File: src/rtl/wb_arb_pkg.sv
// Shared types and constants for the Wishbone bus arbiter.
package wb_arb_pkg;
  typedef enum logic [1:0] {
    ST_IDLE = 2'd0,
    ST_BUSY = 2'd1,
    ST_ERR  = 2'd2
  } arb_state_e;

  localparam int WAIT_W          = 16;
  localparam int TIMEOUT_DEFAULT = 255;
endpackage

File: src/rtl/rr_pick.sv
// Combinational round-robin picker: first requester after last_i, wrapping.
module rr_pick #(
  parameter int N    = 2,
  parameter int IDXW = (N > 1) ? $clog2(N) : 1
) (
  input  logic [N-1:0]    req_i,
  input  logic [IDXW-1:0] last_i,
  output logic [N-1:0]    gnt_o,
  output logic            vld_o
);
  always_comb begin
    gnt_o = '0;
    vld_o = 1'b0;
    for (int k = 1; k <= N; k++) begin
      for (int j = 0; j < N; j++) begin
        if (!vld_o && req_i[j] && (j == (int'(last_i) + k) % N)) begin
          gnt_o[j] = 1'b1;
          vld_o    = 1'b1;
        end
      end
    end
  end
endmodule

File: src/rtl/wb_bus_arbiter.sv
// N-master to one-slave Wishbone arbiter: round-robin grant, no preemption,
// per-strobe ack timeout that aborts the cycle and flags the owner.
module wb_bus_arbiter
  import wb_arb_pkg::*;
#(
  parameter int NUM_MASTERS    = 2,
  parameter int TIMEOUT_CYCLES = TIMEOUT_DEFAULT
) (
  input  logic                         clk,
  input  logic                         rst_n,
  input  logic [NUM_MASTERS-1:0]       m_cyc_i,
  input  logic [NUM_MASTERS-1:0]       m_stb_i,
  input  logic [NUM_MASTERS-1:0]       m_we_i,
  input  logic [NUM_MASTERS-1:0][31:0] m_addr_i,
  input  logic [NUM_MASTERS-1:0][63:0] m_data_i,
  output logic [NUM_MASTERS-1:0][63:0] m_data_o,
  output logic [NUM_MASTERS-1:0]       m_ack_o,
  output logic [NUM_MASTERS-1:0]       m_err_o,
  output logic                         s_cyc_o,
  output logic                         s_stb_o,
  output logic                         s_we_o,
  output logic [31:0]                  s_addr_o,
  output logic [63:0]                  s_data_o,
  input  logic [63:0]                  s_data_i,
  input  logic                         s_ack_i,
  output logic [NUM_MASTERS-1:0]       grant_o,
  output logic                         busy_o
);
  localparam int IDXW = $clog2(NUM_MASTERS);
  localparam logic [WAIT_W-1:0] TO_LAST = WAIT_W'(TIMEOUT_CYCLES - 1);

  arb_state_e             state_q, state_d;
  logic [NUM_MASTERS-1:0] grant_q, grant_d;
  logic [IDXW-1:0]        last_q, last_d;
  logic [WAIT_W-1:0]      cnt_q, cnt_d;

  logic [NUM_MASTERS-1:0] pick_gnt;
  logic                   pick_vld;
  logic                   own_cyc, own_stb, own_we;
  logic [31:0]            own_addr;
  logic [63:0]            own_data;
  logic [IDXW-1:0]        own_idx;
  logic                   timeout;
  logic                   drive;

  rr_pick #(.N(NUM_MASTERS), .IDXW(IDXW)) u_pick (
    .req_i  (m_cyc_i),
    .last_i (last_q),
    .gnt_o  (pick_gnt),
    .vld_o  (pick_vld)
  );

  always_comb begin
    own_cyc  = 1'b0;
    own_stb  = 1'b0;
    own_we   = 1'b0;
    own_addr = '0;
    own_data = '0;
    own_idx  = '0;
    for (int i = 0; i < NUM_MASTERS; i++) begin
      if (grant_q[i]) begin
        own_cyc  = m_cyc_i[i];
        own_stb  = m_stb_i[i];
        own_we   = m_we_i[i];
        own_addr = m_addr_i[i];
        own_data = m_data_i[i];
        own_idx  = IDXW'(i);
      end
    end
  end

  always_comb begin
    state_d = state_q;
    grant_d = grant_q;
    last_d  = last_q;
    cnt_d   = cnt_q;
    timeout = 1'b0;
    case (state_q)
      ST_IDLE: begin
        if (pick_vld) begin
          grant_d = pick_gnt;
          cnt_d   = '0;
          state_d = ST_BUSY;
        end
      end
      ST_BUSY: begin
        if (!own_cyc) begin
          grant_d = '0;
          last_d  = own_idx;
          state_d = ST_IDLE;
        end else if (s_ack_i) begin
          cnt_d = '0;
        end else if (own_stb) begin
          // this cycle is the TIMEOUT_CYCLES-th without ack: abort now
          if (cnt_q == TO_LAST) begin
            timeout = 1'b1;
            cnt_d   = '0;
            state_d = ST_ERR;
          end else begin
            cnt_d = cnt_q + 1'b1;
          end
        end
      end
      ST_ERR: begin
        if (!own_cyc) begin
          grant_d = '0;
          last_d  = own_idx;
          state_d = ST_IDLE;
        end
      end
      default: begin
        grant_d = '0;
        state_d = ST_IDLE;
      end
    endcase
  end

  always_ff @(posedge clk) begin
    if (!rst_n) begin
      state_q <= ST_IDLE;
      grant_q <= '0;
      last_q  <= IDXW'(NUM_MASTERS - 1);
      cnt_q   <= '0;
    end else begin
      state_q <= state_d;
      grant_q <= grant_d;
      last_q  <= last_d;
      cnt_q   <= cnt_d;
    end
  end

  // rst_n gating keeps outputs quiet even in the cycle reset is asserted
  assign drive    = rst_n && (state_q == ST_BUSY) && !timeout;
  assign s_cyc_o  = drive && own_cyc;
  assign s_stb_o  = drive && own_stb;
  assign s_we_o   = drive && own_we;
  assign s_addr_o = drive ? own_addr : '0;
  assign s_data_o = drive ? own_data : '0;
  assign busy_o   = rst_n && (state_q != ST_IDLE);
  assign grant_o  = rst_n ? grant_q : '0;

  always_comb begin
    m_data_o = '0;
    m_ack_o  = '0;
    m_err_o  = '0;
    for (int i = 0; i < NUM_MASTERS; i++) begin
      if (rst_n && grant_q[i] && (state_q == ST_BUSY)) begin
        m_data_o[i] = s_data_i;
        m_ack_o[i]  = s_ack_i;
        m_err_o[i]  = timeout;
      end
    end
  end
endmodule
File: config.mk
export PLATFORM = sky130hd
export DESIGN_NAME = wb_bus_arbiter
export DESIGN_NICKNAME = d
export VERILOG_FILES = /design/src/rtl/wb_arb_pkg.sv /design/src/rtl/rr_pick.sv /design/src/rtl/wb_bus_arbiter.sv
export SDC_FILE = /design/constraint.sdc
export NUM_CORES = 1
export LEC_CHECK = 0
export CAP_MARGIN = 20
export CELL_PAD_IN_SITES_DETAIL_PLACEMENT = 0
export CELL_PAD_IN_SITES_GLOBAL_PLACEMENT = 2
export CORE_AREA = 2 2 196 198
export CTS_CLUSTER_DIAMETER = 40
export CTS_CLUSTER_SIZE = 14
export DETAILED_ROUTE_END_ITERATION = 8
export DIE_AREA = 0 0 198 200
export GPL_TIMING_DRIVEN = 0
export HOLD_SLACK_MARGIN = 0.03
export PLACE_DENSITY_LB_ADDON = 0.1
export SLEW_MARGIN = 40
export SYNTH_ARGS = -nofsm -noshare
export SYNTH_HDL_FRONTEND = slang
export SYNTH_SLANG_ARGS = --single-unit
File: constraint.sdc
create_clock -name clk -period 6.35 [get_ports clk]
set_clock_uncertainty 0.15 [all_clocks]
set_input_delay 1.27 -clock clk [delete_from_list [all_inputs] [get_ports clk]]
set_output_delay 1.27 -clock clk [all_outputs]
set_load 0.1 [all_outputs]
==> impl_metrics.csv, run 1 <==
group,metric,value,unit
global_routing,grt_pass1_vias,6463,
timing,rsz0062_at_grt,"no",
cts,worst_skew_pair.late_latency,0.26,ns
global_routing,grt_max_degree,13,
cts,cts_buffers,3,
global_routing,grt_pass1_wl,44.9,mm
timing,finalMaxSlewViolations,0,
route,wirelength_met1,10.9,mm
timing,worst_slew_pin_slew,0.728,ns
worst_setup_path,worst-r2r-setup-slack,3.51,ns
cts,cts-resized-gates,0,
power_and_ir_drop,p_leak,3.95,nW
timing,tns,0,ns
worst_setup_path,path_class,"in2out",
cts,cts.sinks,21,
worst_setup_path,crit_start,"m_stb_i[0]",
worst_setup_path,path_buf_inv,4,
placement,gp_congestion,0.727,
route,wl_per_cell,21.2,µm
worst_setup_path,rr_endpoint,"cnt_q[14]",
cts,clkTransAtPathRegs,0.07,ns
cells_and_area,final_cell_mix,"263 x clkdlybuf4s50_1, 242 x buf_2, 132 x and3_1, 113 x nor2_1, 97 x a22oi_1",
yosys,syn_area,3500,µm²
power_and_ir_drop,power_frac_seq,0.144,
worst_setup_path,cp.required,4.93,ns
global_routing,gr-usage-all-layers,0.154,
power_and_ir_drop,switchingPower,0.515,mW
yosys,synth_edf_count,0,
cts,cts_hold_buf,0,
worst_setup_path,r2r-start,"state_q[1]",
cells_and_area,nNetsFinal,1326,
cts,postCtsSetupBuffers,0,
cells_and_area,fill_cells,4326,
yosys,netlist-cell-type-count,48,
yosys,avgSynthCellArea,6.31,µm²
power_and_ir_drop,power_density,120,nW/µm²
cts,cts_buffer_depth,2,
yosys,synth_fp_nets,824,
placement,dp_hpwl,28.5,mm
floorplanning,fp-row-count,71,
floorplanning,io_pins,499,
hold_path,hp-class,"reg2reg",
route,route.met3.wl,3.44,mm
cells_and_area,multi_input_area,2780,µm²
yosys,async_flop_share,0,
power_and_ir_drop,internal-power,0.452,mW
timing,hold_violations,0,
route,dr_wl_met2,18.4,mm
worst_setup_path,max_stage_delay,0.55,ns
worst_setup_path,path_common_cell,"buf_4",
power_and_ir_drop,clkPwrFrac,0.149,
cts,cts_tree,"yes",
placement,port_buffers,497,
worst_setup_path,path_delay_family,"buffers and inverters",
global_routing,overflow,0,
cells_and_area,final_core_util,0.215,
worst_setup_path,endpoint_kind,"output port",
route,drc,0,
cts,cts_root_buffer,"clkbuf_16",
timing,fin_crit_sh,0.813,
power_and_ir_drop,p_sw_frac,0.533,
power_and_ir_drop,combPwrFrac,0.708,
worst_setup_path,crit_end,"s_data_o[50]",
route,dr.pass1.iters,4,
hold_path,min_from,"state_q[0]",
cells_and_area,syn_to_final_growth,129,%
worst_setup_path,cp_data_arrival_time,3.74,ns
worst_setup_path,critPathLaunchType,"input port",
route,top_layer,"met5",
cells_and_area,regArea,420,µm²
worst_setup_path,path_cells,"clkdlybuf4s50_1, nand3b_1, a21oi_1, nand2_1, o211ai_2, buf_4, buf_4, nor2_1, buf_2",
outcome,status,"finished clean",
route,drtAntennaViolNets,0,
route,dr_total_vias,6232,
floorplanning,die_h,200,µm
worst_setup_path,r2r.worst_path.cells,8,
yosys,synthFlopType,"dfxtp_1",
cts,htree_levels,1,
floorplanning,core,37400,µm²
floorplanning,dieArea,39600,µm²
run,drv_cap,0,
route,finalWirelength,33.2,mm
timing,fmax,0.194,GHz
cells_and_area,final_common_cell,"clkdlybuf4s50_1",
timing,holdWs,0.340,ns
yosys,yosys_warnings,0,
timing,slew_headroom,0.513,
worst_setup_path,cp.depth,9,
timing,setup-violations-final,0,
global_routing,antenna_found_initial,4,
worst_setup_path,worst-path-max-fanout,10,
yosys,synth-seq-area-share,0.120,
route,via_per_inst,3.97,
cells_and_area,drive_gt1_frac,0.241,
floorplanning,die_x,198,µm
power_and_ir_drop,peakVddDrop,0.0000689,V
worst_setup_path,crit_path_top_delay_cell,"o211ai_2",
yosys,ys_seq_elements,21,
yosys,synth_cells,554,
timing,min_period,5.16,ns
route,drt_iter0_markers,233,
floorplanning,initial_core_util,0.0935,
## power groups by stage
stage | Sequential [mW] | Combinational, mW | Clock (mW)
2_1_floorplan | 0.140 | 0.400 | 0
6_report | 0.139 | 0.684 | 0.144
3_5_place_dp | 0.142 | 0.691 | 0
5_1_grt | 0.139 | 0.731 | 0.155
4_1_cts | 0.139 | 0.694 | 0.146
3_3_place_gp | 0.142 | 0.731 | 0
## per-layer routing
metal  global-route usage  vias to the layer above
met1                0.144                     2851
li1                     -                     3041
met3               0.0585                       18
met4               0.0267                        4
met5                    0                        -
met2                0.316                      318
## how the worst min path moves through the flow
stage	cells past startpoint	end	slack (ns)
3_3_place_gp	2	state_q[0]	0.32
5_1_grt	2	state_q[0]	0.37
3_5_place_dp	2	state_q[0]	0.33
4_1_cts	2	state_q[0]	0.34
2_1_floorplan	2	state_q[0]	0.30
6_report	2	state_q[0]	0.34
## synth_stat cells (2+ instances only)
library cell / n / share of area
a21oi_1: 10 / 0.014
a22oi_1: 97 / 0.21
and2_1: 3 / 0.0054
and3_1: 132 / 0.24
buf_2: 8 / 0.011
buf_4: 3 / 0.0064
clkbuf_1: 54 / 0.058
dfxtp_1: 21 / 0.12
ha_1: 5 / 0.018
inv_1: 9 / 0.0097
mux2i_1: 2 / 0.0057
nand2_1: 21 / 0.023
nand2b_1: 3 / 0.0054
nand3_1: 5 / 0.0072
nand3b_1: 3 / 0.0064
nand4_1: 3 / 0.0054
nor2_1: 113 / 0.12
nor2b_1: 3 / 0.0054
nor3_1: 6 / 0.0086
nor4_1: 3 / 0.0054
o2111ai_1: 3 / 0.0075
o211ai_1: 4 / 0.0086
o21ai_0: 9 / 0.013
or3_1: 4 / 0.0072
or4b_1: 2 / 0.0057
xor2_1: 6 / 0.015
## stage by stage
step,power (mW),setup slack (ns),area (µm²),std cells
after floorplan,0.540,0.973,3500,554
after global placement,0.873,0.372,9110,1562
after detailed placement,0.833,1.06,7940,1562
after CTS,0.978,1.05,8020,1566
after global routing,1.02,0.919,8030,1568
final,0.967,1.19,8030,1568
## cells by family (layout without fill, tap and decap cells)
logic type	after synthesis	after routing	synth area share
AO/OA/AOI/OAI	138	138	0.291
XOR/XNOR	6	6	0.0150
adder cells (fa/ha/maj)	5	5	0.0179
buffers and inverters	75	576	0.0865
flip-flops	21	21	0.120
multiplexers	2	2	0.00572
other	0	2	0
AND/OR/NAND/NOR	307	307	0.464
## flip-flops by register name, indices dropped and copies added, names as in the netlist
register	flops
cnt_q	16
grant_q	2
state_q	2
last_q	1
## tightest hold or removal path, delay by kind of cell, from the launching register on
family / cells / cell delay, ns
mux: 1 / 0.05
flops: 1 / 0.33
simple gates: 1 / 0.06
## cell type report
type / count / area share
clock inverter: 1 / 0.000624
sequential: 21 / 0.0524
clock buffer: 3 / 0.00935
buffer: 66 / 0.0335
inverter: 9 / 0.00421
antenna: 2 / 0.000624
multi-input combinational: 458 / 0.346
tap: 511 / 0.0797
timing repair buffer: 497 / 0.474
Note: power is estimated with default switching activity, not from simulation.
==> inputs of run 2 (changes only) <==
- clock period: 6.35 -> 4.7 ns (I/O delays scaled with it)
==> impl_metrics.csv, run 2 (same netlist as run 1, synthesis figures left out) <==
group,metric,value,unit
global_routing,grt_pass1_vias,6329,
cts,cts_hold_buf,0,
floorplanning,io_pins,499,
timing,finalMaxSlewViolations,0,
worst_setup_path,path_buf_inv,3,
timing,worst_slew_pin_slew,0.725,ns
cts,htree_levels,1,
floorplanning,core,37400,µm²
cts,cts_root_buffer,"clkbuf_16",
worst_setup_path,endpoint_kind,"output port",
worst_setup_path,path_class,"reg2out",
placement,port_buffers,497,
timing,tns,0,ns
global_routing,gr-usage-all-layers,0.153,
worst_setup_path,worst-path-max-fanout,10,
floorplanning,fp-row-count,71,
route,wl_per_cell,21.4,µm
power_and_ir_drop,peakVddDrop,0.000116,V
timing,setup_slack,0.215,ns
cells_and_area,nNetsFinal,1326,
worst_setup_path,max_stage_delay,0.48,ns
route,finalWirelength,33.5,mm
worst_setup_path,crit_path_top_delay_cell,"or4b_1",
cts,cts_tree,"yes",
power_and_ir_drop,p_leak,3.96,nW
global_routing,overflow,0,
route,drc,0,
floorplanning,initial_core_util,0.0935,
cts,cts_buffer_depth,2,
run,drv_cap,0,
cells_and_area,largest_reg_flops,16,
placement,dp_slack,0.0960,ns
worst_setup_path,critPathLaunchType,"flop",
timing,rsz0062_at_grt,"no",
placement,dp_hpwl,28.9,mm
timing,setup-violations-final,0,
global_routing,grt_pass1_wl,44.1,mm
cells_and_area,finalInstanceArea,8040,µm²
global_routing,grt_max_degree,13,
placement,place_area,7950,µm²
cts,worst_skew_pair.late_latency,0.26,ns
cts,clkTransAtPathRegs,0.06,ns
timing,holdWs,0.340,ns
timing,fin_crit_sh,0.954,
cells_and_area,fill_cells,4317,
cts,cts_buffers,3,
timing,min_period,4.49,ns
timing,slew_headroom,0.515,
cells_and_area,final_common_cell,"clkdlybuf4s50_1",
floorplanning,die_x,198,µm
power_and_ir_drop,power_density,162,nW/µm²
worst_setup_path,path_delay_family,"simple AND/OR/NAND/NOR gates",
route,drt_iter0_markers,194,
cells_and_area,largest-register,"cnt_q",
cells_and_area,drive_gt1_frac,0.242,
global_routing,antenna_found_initial,2,
timing,hold_violations,0,
cells_and_area,reg_top3,"cnt_q: 16 flops, grant_q: 2 flops, state_q: 2 flops",
worst_setup_path,cp.required,3.61,ns
floorplanning,dieArea,39600,µm²
worst_setup_path,path_cells,"ha_1, or4b_1, nor4_4, nand2_1, o211ai_4, buf_4, buf_4, nor2_1, buf_2",
placement,gp_congestion,0.756,
worst_setup_path,cp_data_arrival_time,3.40,ns
route,via_per_inst,4.00,
cells_and_area,syn_to_final_growth,130,%
hold_path,hp-class,"reg2reg",
cells_and_area,final_cell_mix,"263 x clkdlybuf4s50_1, 242 x buf_2, 132 x and3_1, 113 x nor2_1, 97 x a22oi_1",
route,drtAntennaViolNets,0,
floorplanning,die_h,200,µm
worst_setup_path,path_common_cell,"buf_4",
outcome,status,"finished clean",
timing,fmax,0.223,GHz
cts,cts.sinks,21,
route,dr.pass1.iters,4,
route,dr_total_vias,6265,
run 2: cell types whose count changed in the layout (fill, tap and decap cells not counted):
cell	change
nor3b_1	-1
nor3b_2	+1
o211ai_2	-1
o211ai_4	+1
run 2: worst paths after layout:
check                           depth (start not counted)  slack (ns)       start            to
worst min-delay path                                    2        0.34  state_q[0]    state_q[0]
worst max register to register                          8        1.78  state_q[1]      cnt_q[8]
worst min register to register                          2        0.34  state_q[0]    state_q[0]
worst max-delay path                                    9        0.21    cnt_q[1]  s_data_o[60]
run 2: report_power, final:
part / internal (mW) / total (mW) / leakage, nW / switching (mW)
clock network: 0.115 / 0.190 / 0.0409 / 0.0750
logic: 0.314 / 0.926 / 3.75 / 0.612
registers: 0.182 / 0.187 / 0.170 / 0.00527
run 2: routing by layer:
metal  GRT usage  share of wire
met4      0.0284          0.015
met2       0.316           0.56
met3      0.0523          0.095
met5           0              0
met1       0.144           0.33
run 2: metrics by stage:
step | utilization | std cells | power, mW
3_5_place_dp | 0.212 | 1562 | 1.12
6_report | 0.215 | 1568 | 1.30
2_1_floorplan | - | 554 | 0.730
4_1_cts | 0.215 | 1566 | 1.32
3_3_place_gp | 0.244 | 1562 | 1.18
5_1_grt | 0.215 | 1568 | 1.38
run 2: final cells by class:
type / instances / area (µm²) / share of cell area
Buffer: 66 / 269 / 0.0335
Inverter: 9 / 33.8 / 0.00420
Clock buffer: 3 / 75.1 / 0.00934
Clock inverter: 1 / 5.00 / 0.000622
Timing Repair Buffer: 497 / 3800 / 0.473
Antenna cell: 2 / 5.00 / 0.000622
Multi-Input combinational cell: 458 / 2790 / 0.347
Tap cell: 511 / 639 / 0.0795
Sequential cell: 21 / 420 / 0.0523
run 2: worst register-to-register path, delay by kind of cell, from the launching register on:
family / cells / cell delay (ns)
compound gates: 1 / 0.56
fa+ha+maj: 1 / 0.19
buf+inv: 3 / 0.66
flops: 1 / 0.33
simple gates: 3 / 0.90
run 2: what timing repair did:
item                       4_1_cts  5_1_grt
resized for setup                1        0
setup buffers                    0        0
setup endpoints to repair        8        0
==> variant (config.mk and constraints of run 2) <==
Encoding of `arb_state_e`: now one-hot (3 bits for 3 states).
--- a/src/rtl/wb_arb_pkg.sv
+++ b/src/rtl/wb_arb_pkg.sv
@@ -2,6 +2,6 @@
 package wb_arb_pkg;
-  typedef enum logic [1:0] {
-    ST_IDLE = 2'd0,
-    ST_BUSY = 2'd1,
-    ST_ERR  = 2'd2
+  typedef enum logic [2:0] {
+    ST_IDLE = 3'b001,
+    ST_BUSY = 3'b010,
+    ST_ERR  = 3'b100
   } arb_state_e;
Behaviour: no difference found for any inputs over 4 cycles, from zero or initial values and one cycle with rst_n low; so few cycles prove little.
==> variant against run 2 <==
Final area up 0.40%; die area unchanged; sequential share of layout area up 0.23 points; worst setup slack worse by 16 ps; sequential cell count up 1; wire length down 11%; register-to-register slack better by 230 ps; synthesized area down 0.68%; critical path type is now in2out.
Power is not compared: it rests on default switching activity, and its combinational part moved more than twofold at a synthesized area within 25%.
==> variant: results (changes against run 2) <==
[sta]
fin_crit_ps=4500  ; +15.7 ps
setup_tns_ps=0  ; unchanged
whs_ps=318  ; -22.0 ps
max-slew-margin-rel_pct=53.8  ; +2.4 points

[grt]
grt_max_degree=14  ; +1
first_global_vias=6064  ; -4.2%
grt_pass1_wl_um=40200  ; -9.0%
antenna_found_initial=3  ; +1
grt_usage_pct=13.7  ; -1.6 points

[worst_setup_path]
critPathMaxStageDelay_ps=510  ; +30 ps
reg2reg_from=state_q[0]
reg2reg_to=cnt_q[7]
crit_path_max_fanout=10  ; unchanged
r2r_cells=5  ; -3
slowest_stage=or3_1
r2r_slack_ps=2010  ; +230 ps
crit_family=buffers and inverters

[clock_network]
numCtsBuffers=3  ; unchanged
root_buffer=clkbuf_16
clk_pin_slew_ps=70
h-tree-depth=1  ; unchanged
clockBufferDepth=2  ; unchanged
clkLatencyLatePin_ps=260  ; about the same

[logic_synthesis]
ys.flop_type=dfxtp_1
synthDistinctLibCells=49  ; +2.1%
synthArstFlopShare_pct=0  ; unchanged
synthTopCellsByArea=and2_1, a22oi_1, dfxtp_1
avgSynthCellArea_um2=6.38  ; +0.96%
yosys-top-cells-count=and2_1, nor2_1, a22oi_1
syn_nets=812  ; -1.5%
ys_seq_area_share_pct=12.7  ; +0.66 points
yosysWarnings=0  ; unchanged

[placed_design]
dp_slack_ps=-80.9  ; -177 ps
place.gp.congestion=0.740  ; -2.1%
dp_hpwl_um=25900  ; -10%
placed_area_um2=7930  ; -0.19%
io_buffer_count=498  ; +0.20%
dp.cells=1554  ; -0.51%

[detailed_routing]
viasPerCell=3.87  ; -3.3%
drtPass1Iterations=4  ; unchanged
vias=6030  ; -3.8%
drtIter0Drc=137  ; -29%
drt-total-wl_um=29700  ; -11%

[layout]
nets=1316  ; -0.75%
drive_gt1_share_pct=24.9  ; +0.73 points
reg_top3=cnt_q (16), state_q (3), grant_q (2)

[outcome]
status=complete, no violations

[pwr]
seq_power_share_pct=21.7
p_leak_nw=3.48
ir_drop_mv=0.101
p_sw_share_pct=32.7
p_switching_mw=0.294
p_clk_mw=0.248

[min_path]
hold_class=reg2reg
min_from=cnt_q[6]
hold_depth=1  ; -1
holdPathEnd=cnt_q[6]

## variant: worst max path at each step
| stage | start | to | depth (start not counted) |
|---|---|---|---|
| final | m_stb_i[0] | s_data_o[44] | 10 |
| after global routing | rst_n | m_data_o[102] | 7 |
| after CTS | m_stb_i[0] | s_data_o[44] | 9 |
| after detailed placement | m_stb_i[0] | s_data_o[44] | 9 |
| after global placement | rst_n | m_data_o[28] | 7 |
| after floorplan | m_stb_i[0] | m_err_o[0] | 4 |
## variant: per-layer routing
layer	global-route usage, %	wire length, µm
met2	28.4	16500
met4	1.53	320
met3	3.97	2550
met5	0	13
met1	13.6	10300
## variant: worst register-to-register path: cells and delay by family (launching register included)
kind / cells / cell delay [ps]
AO/OA/AOI/OAI: 3 / 1310
AND/OR/NAND/NOR: 2 / 670
flip-flops: 1 / 450
## variant: cell type report
class,instances,area [µm²]
Fill cell,4274,29300
Timing Repair Buffer,499,3830
Multi-Input combinational cell,463,2790
Tap cell,511,639
Sequential cell,22,440
Buffer,54,239
Clock buffer,3,75.1
Clock inverter,1,30.0
Inverter,6,22.5
Antenna cell,1,2.50
## variant: cell families (layout without fill, tap and decap cells)
logic type | Yosys count | after routing | share of synthesized area [%]
multiplexers | 1 | 1 | 0.288
other | 0 | 1 | 0
flip-flops | 22 | 22 | 12.7
AND/OR/NAND/NOR | 315 | 315 | 47.9
adder cells (fa/ha/maj) | 2 | 2 | 0.720
buffers and inverters | 60 | 563 | 7.38
AO/OA/AOI/OAI | 145 | 145 | 31.0
## variant: what timing repair did
action,4_1_cts,5_1_grt
pin swaps,0,1
setup buffers,0,1
gates resized for setup,4,2
setup endpoints to repair,72,48
hold buffers,0,0
